--- src/rtl/lpm_pkg.sv ---
// ---------------------------------------------------------------------------
// lpm_pkg
//   Shared definitions for the LPM arithmetic primitives.
//   - rep_e        : operand interpretation (signed / unsigned)
//   - full_width() : natural width of an A x B product
//   - extend()     : sign- or zero-extend the low from_w bits of a wide word
//   MAX_W bounds every internal operand and product width.
// ---------------------------------------------------------------------------
package lpm_pkg;

  localparam int MAX_W = 128;
  localparam int IDX_W = $clog2(MAX_W);

  typedef enum logic {
    REP_SIGNED   = 1'b0,
    REP_UNSIGNED = 1'b1
  } rep_e;

  typedef logic [MAX_W-1:0] wide_t;

  function automatic int full_width(input int wa, input int wb);
    return wa + wb;
  endfunction

  // Treat v[from_w-1:0] as the meaningful value and fill every bit above it
  // with the sign bit (signed) or with zeros (unsigned). The caller narrows
  // the returned word with a size cast, so this one helper serves both
  // extension and truncation.
  function automatic wide_t extend(input wide_t v, input int from_w, input rep_e rep);
    wide_t            r;
    logic [IDX_W-1:0] msb;
    msb = IDX_W'(from_w - 1);
    r   = '0;
    for (int i = 0; i < MAX_W; i++) begin
      if (i < from_w) r[i] = v[i];
      else            r[i] = (rep == REP_SIGNED) ? v[msb] : 1'b0;
    end
    return r;
  endfunction

endpackage

--- src/rtl/lpm_pipe_reg.sv ---
// ---------------------------------------------------------------------------
// lpm_pipe_reg
//   DEPTH-stage register chain with asynchronous clear and clock enable.
//   Ports:
//     clock  in   rising-edge clock
//     aclr   in   asynchronous clear, active-high; zeroes every stage at once
//     clken  in   clock enable; all stages advance together or all hold
//     d_i    in   WIDTH  value entering stage 0
//     q_o    out  WIDTH  value leaving the last stage
// ---------------------------------------------------------------------------
module lpm_pipe_reg #(
  parameter int WIDTH = 8,
  parameter int DEPTH = 1
) (
  input  logic             clock,
  input  logic             aclr,
  input  logic             clken,
  input  logic [WIDTH-1:0] d_i,
  output logic [WIDTH-1:0] q_o
);

  logic [WIDTH-1:0] stage_q [DEPTH];

  // NOTE: these are pipeline flops rather than a RAM, so clearing every entry
  // on reset is intended. Non-blocking updates let each stage capture its
  // predecessor's old value on the same edge.
  always_ff @(posedge clock or posedge aclr) begin
    if (aclr) begin
      for (int i = 0; i < DEPTH; i++) stage_q[i] <= '0;
    end else if (clken) begin
      stage_q[0] <= d_i;
      for (int i = 1; i < DEPTH; i++) stage_q[i] <= stage_q[i-1];
    end
  end

  assign q_o = stage_q[DEPTH-1];

endmodule

--- src/rtl/lpm_mult_core.sv ---
// ---------------------------------------------------------------------------
// lpm_mult_core
//   Parameterised multiplier: result = dataa * datab, with optional output
//   pipelining. The full product is LPM_WIDTHA+LPM_WIDTHB bits wide. It is
//   truncated to, or sign/zero-extended to, LPM_WIDTHP bits according to
//   LPM_REPRESENTATION.
//   Optional feature: define LPM_MULT_SUM_EN to add `sum`, extended to full
//   width, to the product before the pipeline registers. Without the macro,
//   `sum` is ignored.
//   Ports:
//     clock   in   rising-edge clock (unused when LPM_PIPELINE == 0)
//     aclr    in   asynchronous clear, active-high, for the pipeline stages
//     clken   in   clock enable for the pipeline stages
//     dataa   in   LPM_WIDTHA multiplicand
//     datab   in   LPM_WIDTHB multiplier
//     sum     in   LPM_WIDTHS addend
//     result  out  LPM_WIDTHP product
// ---------------------------------------------------------------------------
module lpm_mult_core
  import lpm_pkg::*;
#(
  parameter int    LPM_WIDTHA         = 8,
  parameter int    LPM_WIDTHB         = 8,
  parameter int    LPM_WIDTHP         = 16,
  parameter int    LPM_WIDTHS         = 1,
  parameter int    LPM_PIPELINE       = 0,
  parameter string LPM_REPRESENTATION = "SIGNED",
  parameter string LPM_HINT           = "UNUSED",
  parameter string LPM_TYPE           = "LPM_MULT"
) (
  input  logic                  clock,
  input  logic                  aclr,
  input  logic                  clken,
  input  logic [LPM_WIDTHA-1:0] dataa,
  input  logic [LPM_WIDTHB-1:0] datab,
  input  logic [LPM_WIDTHS-1:0] sum,
  output logic [LPM_WIDTHP-1:0] result
);

  localparam int   FW  = full_width(LPM_WIDTHA, LPM_WIDTHB);
  localparam rep_e REP = (LPM_REPRESENTATION == "UNSIGNED") ? REP_UNSIGNED : REP_SIGNED;

  localparam bit PARAMS_OK =
      (LPM_WIDTHA >= 1) && (LPM_WIDTHB >= 1) && (LPM_WIDTHP >= 1) &&
      (LPM_WIDTHS >= 1) && (LPM_PIPELINE >= 0) &&
      (FW <= MAX_W) && (LPM_WIDTHP <= MAX_W) && (LPM_WIDTHS <= MAX_W) &&
      ((LPM_REPRESENTATION == "SIGNED") || (LPM_REPRESENTATION == "UNSIGNED"));

  if (!PARAMS_OK) begin : g_bad_params
    $error("lpm_mult_core (%s, hint %s): illegal width, pipeline or representation",
           LPM_TYPE, LPM_HINT);
  end

  logic [FW-1:0]         a_f;
  logic [FW-1:0]         b_f;
  logic [FW-1:0]         full_f;
  logic [LPM_WIDTHP-1:0] product_d;

  // Both operands are extended to the full product width first. A multiply
  // at that width is then exact, because the true product always fits in
  // FW bits, and one unsigned '*' covers both representations.
  // NOTE: every signal here is assigned on every pass through the block, so
  // no latch can be inferred. Blocking assignments are correct in
  // combinational logic.
  always_comb begin
    a_f = FW'(extend(wide_t'(dataa), LPM_WIDTHA, REP));
    b_f = FW'(extend(wide_t'(datab), LPM_WIDTHB, REP));
`ifdef LPM_MULT_SUM_EN
    full_f = (a_f * b_f) + FW'(extend(wide_t'(sum), LPM_WIDTHS, REP));
`else
    full_f = a_f * b_f;
`endif
    product_d = LPM_WIDTHP'(extend(wide_t'(full_f), FW, REP));
  end

`ifndef LPM_MULT_SUM_EN
  logic unused_sum;
  assign unused_sum = ^sum;
`endif

  if (LPM_PIPELINE > 0) begin : g_pipe
    lpm_pipe_reg #(
      .WIDTH(LPM_WIDTHP),
      .DEPTH(LPM_PIPELINE)
    ) u_pipe (
      .clock(clock),
      .aclr (aclr),
      .clken(clken),
      .d_i  (product_d),
      .q_o  (result)
    );
  end else begin : g_comb
    // The combinational build has no state, so the clock controls go nowhere.
    logic unused_ctrl;
    assign unused_ctrl = ^{clock, aclr, clken};
    assign result      = product_d;
  end

endmodule

--- config.mk ---
export PLATFORM = sky130hd
export DESIGN_NAME = lpm_mult_core
export DESIGN_NICKNAME = d
export VERILOG_FILES = /design/src/rtl/lpm_pkg.sv /design/src/rtl/lpm_pipe_reg.sv /design/src/rtl/lpm_mult_core.sv
export SDC_FILE = /design/constraint.sdc
export NUM_CORES = 1
export LEC_CHECK = 0
export ABC_AREA = 1
export CAP_MARGIN = 5
export CORE_MARGIN = 2
export CORE_UTILIZATION = 35
export DETAILED_ROUTE_END_ITERATION = 10
export DONT_BUFFER_PORTS = 1
export GPL_TIMING_DRIVEN = 0
export PLACE_DENSITY = 0.6
export SLEW_MARGIN = 20
export SYNTH_ARGS = -nofsm -noshare
export SYNTH_HDL_FRONTEND = slang
export SYNTH_SLANG_ARGS = --single-unit
export TNS_END_PERCENT = 100
--- constraint.sdc ---
create_clock -name vclk -period 6.3
set_input_delay 1.26 -clock vclk [all_inputs]
set_output_delay 1.26 -clock vclk [all_outputs]
set_load 0.05 [all_outputs]
==> metrics.yaml, run 1 <==
yosysUniqueCellTypes: 23
finalNetCount: 531
crit_chain: "buf_2, nor2_2, fa_1, fa_1, fa_1, inv_1, fa_1, inv_1, ha_4, a21oi_2, nand2_1, nand2_2, nand2_1, nor2_2, nand3_2, nand2_4"
area_growth_pct: 19.20
synth_nets: 522
grt_pass1_vias: 2425
slowest_stage: "fa_1"
grt_antenna_before_repair: 0
layout_min_cycle_time_ns: 6.169
drc: 0
cp-start-kind: "input port"
post-synth-top-count-cell: "inv_1"
drive_above_1_share_pct: 20.24
die-height_um: 94.72
boundaryPins: 36
max_stage_delay_ns: 0.56
crit_path_frequent_cell: "fa_1"
grt_pass1_wl_um: 10430
critPathMaxFanout: 8
gr-usage-all-layers_pct: 14.09
seq_area_um2: 0
finalMaxSlewViolations: 0
startpoint: "dataa[3]"
synth_area_leaders: "fa_1 (38%), inv_1 (20%), nand2_1 (14%)"
ant_nets: 0
num_rows: 33
synth_compound_area_share_pct: 3.084
hpwl_um: 4950
grt_max_degree: 9
overflow: 0
detail_route.vias_per_cell: 4.340
synth_fa_ha_area_share_pct: 50.83
synthMuxAreaShare_pct: 0
core_area_um2: 8093
endpoint: "result[15]"
synth_common_cells: "inv_1 (150), nand2_1 (108), fa_1 (55)"
fin_crit_sh_pct: 97.92
synth_cells: 418
tns_ns: 0
die_x_um: 94.72
place.gp.congestion: 0.7963
yosysTopAreaCellShare_pct: 38.23
wl_um: 5765
io_buffer_count: 0
setup_viol: 0
dieArea_um2: 8971
ys_warn_count: 0
synth_top_family_by_area: "adder cells"
final_area_um2: 3433
max_cap_viol_count: 0
syn_area_um2: 2880
critPathKind: "in2out"
rsz0062_at_grt: "true"
finalHoldViolCount: 0
yosysSeqAreaShare_pct: 0
via_count: 2300
wl_per_cell_um: 10.88
critical_path_arrival_ns: 4.91
hp-class: "in2out"
cp-end-kind: "output pin"
antennaDiodeCount: 0
utilization_pct: 42.42
firstDrtPassIters: 7
slew_headroom_pct: 26.56
holdWs_ns: 2.909
yosys.area.top_type: "fa_1"
tightestPinTransition_ns: 1.094
drtIter0Drc: 65
synth-simple-area-share_pct: 21.85
start_util_pct: 35.59
clkbuf_count: 0
max_freq_mhz: 162.1
synth-xor-area-share_pct: 2.737
fillers: 873
design.seq.count: 0
placed_area_um2: 3085
critPathRequiredTime_ns: 5.04
run_status: "finished clean"
syn_avg_cell_area_um2: 6.891
## layout make-up
class / count / area [um^2] / share of cell area, %
plain buffers: 15 / 100.1 / 2.915
well taps: 105 / 131.4 / 3.827
multi-input cells: 253 / 2579 / 75.11
repair buffers: 7 / 56.30 / 1.640
inverters: 150 / 566.8 / 16.51
## worst min path at each step
stage,from,endpoint,slack (ns),cells past startpoint
3_3_place_gp,dataa[0],result[0],2.98,3
5_1_grt,dataa[0],result[0],2.92,3
6_report,dataa[0],result[0],2.91,3
2_1_floorplan,dataa[0],result[0],2.92,3
3_5_place_dp,dataa[0],result[0],2.99,3
4_1_cts,dataa[0],result[0],2.93,3
## worst max-delay path: cells and delay by family
kind / cells / cell delay (ns)
simple gates: 7 / 0.73
buf+inv: 3 / 0.31
fa+ha+maj: 5 / 2.41
compound gates: 1 / 0.22
## cell usage in the layout (no fill, tap or decap), types with 3 or more instances in the layout
master,Yosys,final
ha_1,29,19
inv_2,0,9
nand3_1,14,12
nand2_1,108,96
inv_1,150,140
nand2_2,6,14
fa_1,55,52
xnor2_1,5,3
nand2_4,0,4
nor2_1,9,6
buf_4,0,14
nand3_2,2,3
nor2_2,0,3
xor2_4,0,3
clkbuf_2,0,3
fa_2,0,3
ha_4,0,8
a21oi_2,1,5
## kinds of logic (layout without fill, tap and decap cells)
| logic type | Yosys count | in the layout |
|---|---|---|
| buffers and inverters | 165 | 172 |
| and+or+nand+nor | 147 | 147 |
| adders and majority gates | 84 | 84 |
| AOI/OAI and AO/OA | 13 | 13 |
| xor gates and xnor gates | 9 | 9 |
## routing by layer
| metal | up-vias | GRT usage, % | share of wire [%] |
|---|---|---|---|
| li1 | 1170 | - | - |
| met1 | 1110 | 18.59 | 45 |
| met2 | 18 | 26.83 | 53 |
| met3 | 2 | 0.5587 | 1.4 |
| met4 | 0 | 0.4831 | 0.36 |
| met5 | - | 0 | 0 |
## stage by stage
step | worst slack [ns] | std cells
after floorplan | -0.1981 | 418
after global placement | -0.4849 | 523
after detailed placement | -0.5096 | 523
after CTS | -0.02750 | 525
after global routing | -0.05222 | 530
final | 0.1310 | 530
## timing repair
item / CTS / global route
setup buffers: 2 / 5
endpoints found under the setup margin: 10 / 8
resized for setup: 45 / 56
hold buffers: 0 / 0
pin swaps: 9 / 29
hold endpoints to repair: 0 / 0
Power of run 1 is not shown: default switching activity piles up to over one toggle a cycle in this logic, so the estimate is an artifact.
==> inputs of run 2 (changes only) <==
ABC_CLOCK_PERIOD_IN_PS = 6300   (was not set)
CORE_UTILIZATION = 62   (was 35)
PLACE_DENSITY = 0.9   (was 0.6)
==> run 2 against run 1 <==
Cell count decreased by 10%. Routed wire length rose by 13%. Critical endpoint is now result[12]. Worst hold slack improved by 0.034 ns. First-iteration DRC count increased by 80%. Sequential cell count unchanged. Critical path type unchanged. Design area shrank 2.2%.
==> metrics.yaml, run 2 (synthesized netlist as in run 1, its figures left out) <==
run_status: "finished clean"
io_buffer_count: 0
final_area_um2: 3358
die_x_um: 72.16
max_freq_mhz: 159.5
grt_antenna_before_repair: 0
slew_headroom_pct: 25.05
finalNetCount: 531
grt_pass1_wl_um: 10450
finalMaxSlewViolations: 0
grt_max_degree: 9
dp.cells: 470
antennaDiodeCount: 0
dieArea_um2: 5207
gr-usage-all-layers_pct: 24.94
via_count: 2437
firstDrtPassIters: 4
cp-end-kind: "output pin"
cp-start-kind: "input port"
place.gp.congestion: 0.8576
layout_min_cycle_time_ns: 6.268
tns_ns: 0
hp-class: "in2out"
design.seq.count: 0
critPathKind: "in2out"
ant_nets: 0
holdWs_ns: 2.944
num_rows: 24
hpwl_um: 4985
rsz0062_at_grt: "true"
layout.cells.non_filler: 477
critPathMaxFanout: 6
clkbuf_count: 0
tightestPinTransition_ns: 1.116
holdBufCountCts: 0
layout_commonest_cell: "inv_1"
fin_crit_sh_pct: 99.50
start_util_pct: 65.25
drc: 0
area_growth_pct: 16.59
detail_route.vias_per_cell: 5.109
core_area_um2: 4414
drtIter0Drc: 117
critPathRequiredTime_ns: 5.04
placed_area_um2: 3019
boundaryPins: 36
max_cap_viol_count: 0
wl_um: 6511
overflow: 0
layout_common_cells: "inv_1 (140), nand2_1 (95), fa_1 (54)"
wl_per_cell_um: 13.65
setup_viol: 0
seq_area_um2: 0
drive_above_1_share_pct: 20.00
critical_path_arrival_ns: 5.01
grt_pass1_vias: 2555
finalHoldViolCount: 0
die-height_um: 72.16
run 2: worst paths after layout:
path	from	to	cells past startpoint	slack, ns
worst max-delay path	datab[7]	result[12]	15	0.03
worst min-delay path	dataa[0]	result[0]	3	2.94
run 2: critical path: stages:
cell,delay (ns)
clkinvlp_4,0.13
or2_4,0.29
fa_1,0.49
fa_1,0.58
inv_2,0.04
fa_1,0.48
inv_1,0.05
fa_1,0.49
inv_2,0.05
ha_4,0.28
a21oi_4,0.18
nand2_2,0.10
nand4_1,0.11
nand2_2,0.11
xor2_4,0.38
run 2: metrics by stage:
step | worst slack (ns) | util [%]
floorplan | -0.1981 | -
CTS | -0.001647 | 71.97
detailed placement | -0.5021 | 68.40
global route | -0.06120 | 76.08
global placement | -0.4160 | 68.40
finish | 0.03173 | 76.08
run 2: what timing repair did:
item / 4_1_cts / 5_1_grt
buffers inserted: 2 / 5
pin swaps: 11 / 40
setup endpoints to repair: 9 / 8
cloned: 0 / 0
resized for setup: 42 / 59
run 2: area by class of cell:
| class | count | area [um^2] |
|---|---|---|
| Multi-Input combinational cell | 253 | 2574 |
| Fill cell | 314 | 1056 |
| Inverter | 150 | 566.8 |
| Buffer | 15 | 100.1 |
| Tap cell | 52 | 65.06 |
| Timing Repair Buffer | 7 | 52.55 |
run 2: layer usage:
layer	track usage [%]	up-vias	wire, um
met1	29.22	1172	2412
li1	-	1171	-
met3	0.8333	18	267
met4	6.080	0	193
met5	0	-	0
met2	49.54	76	3638
Power of run 2 is left out for the same reason.
==> inputs of run 3 (changes only) <==
GPL_TIMING_DRIVEN = not set   (was 0)
==> run 3 against run 2 <==
Design area shrank 0.52%. Worst hold slack lost 0.20 ns. Non-clock buffer count shrank 5. Routed wire length shrank 2.4%. Critical path depth grew 1. Sequential share of layout area is the same. Cell count shrank 1.0%. Via count grew 0.82%. Global-route usage grew 0.58 points. Largest cell class unchanged.
==> metrics.yaml, run 3 (synthesized netlist as in run 1, its figures left out) <==
dieArea_um2: 5207
critPathRequiredTime_ns: 5.04
clkbuf_count: 0
wl_per_cell_um: 13.46
cp-end-kind: "output pin"
cp-start-kind: "input port"
boundaryPins: 36
grt_util_met2_pct: 48.83
max_cap_viol_count: 0
num_rows: 24
tightestPinTransition_ns: 0.4922
grt_max_degree: 9
die_x_um: 72.16
critPathMaxFanout: 7
drc: 0
layout.cells.non_filler: 472
place.gp.congestion: 0.8814
setup_viol: 0
area_growth_pct: 15.99
core_area_um2: 4414
ant_nets: 0
hp-class: "in2out"
gr-usage-all-layers_pct: 25.52
grt_pass1_wl_um: 10810
drive_above_1_share_pct: 17.14
grt_busiest_layer: "met2"
detail_route.vias_per_cell: 5.206
layout_common_cells: "inv_1 (147), nand2_1 (96), fa_1 (54)"
via_count: 2457
finalNetCount: 526
design.seq.count: 0
critPathKind: "in2out"
dp.cells: 470
finalMaxSlewViolations: 0
finalHoldViolCount: 0
start_util_pct: 65.25
antennaDiodeCount: 0
drtIter0Drc: 185
layout_min_cycle_time_ns: 6.204
max_freq_mhz: 161.2
fin_crit_sh_pct: 98.47
io_buffer_count: 0
utilization_pct: 75.68
startpoint: "datab[7]"
die-height_um: 72.16
grt_pass1_vias: 2543
holdBufCountCts: 0
min_from: "dataa[0]"
hpwl_um: 5063
grtUsageMet3_pct: 1.111
layout_commonest_cell: "inv_1"
wl_um: 6353
grt_antenna_before_repair: 0
grt.met1_usage_pct: 31.66
firstDrtPassIters: 4
critical_path_arrival_ns: 4.94
seq_area_um2: 0
overflow: 0
run_status: "finished clean"
slew_headroom_pct: 67.15
## run 3: cell types whose count changed in the layout (fill, tap and decap cells not counted), sizes merged
cell	change
clkbuf	-5
clkinvlp	-1
inv	+1
## run 3: worst max-delay path, cell delays in order
cell,delay [ns]
inv_1,0.07
buf_6,0.14
nor2_1,0.06
fa_1,0.52
inv_1,0.05
fa_1,0.52
fa_1,0.46
fa_1,0.54
inv_1,0.04
ha_1,0.32
buf_4,0.16
inv_1,0.09
o21bai_1,0.09
a21oi_1,0.22
nand4_1,0.19
nand2_4,0.19
## run 3: worst paths after layout
check	depth (start not counted)	slack, ns	end
max	16	0.1	result[14]
min	2	2.75	result[0]
## run 3: what timing repair did
item	4_1_cts	5_1_grt
pin swaps	1	22
buffers inserted	0	2
gates resized for setup	5	36
endpoints found under the setup margin	6	7
## run 3: layer usage
layer / routed length, um / part of all wire (%)
met4: 181 / 2.8
met1: 2350 / 37
met2: 3532 / 56
met5: 0 / 0
met3: 288 / 4.5
## run 3: cell type report
cell class	count	area, um^2
repair buffers	17	193.9
multi-input cells	253	2519
inverters	150	563.0
well taps	52	65.06
fillers	289	1074
## run 3: stage by stage
stage | worst slack (ns) | hold WS [ns] | cell area [um^2] | TNS [ns]
2_1_floorplan | -0.1981 | 2.920 | 2954 | -0.3059
3_3_place_gp | 0.0008438 | 2.746 | 3138 | 0
3_5_place_dp | -0.06879 | 2.748 | 3138 | -0.2078
4_1_cts | 0.005911 | 2.748 | 3166 | 0
5_1_grt | -0.02471 | 2.775 | 3341 | -0.08230
6_report | 0.09637 | 2.748 | 3341 | 0
Power of run 3 is left out for the same reason.
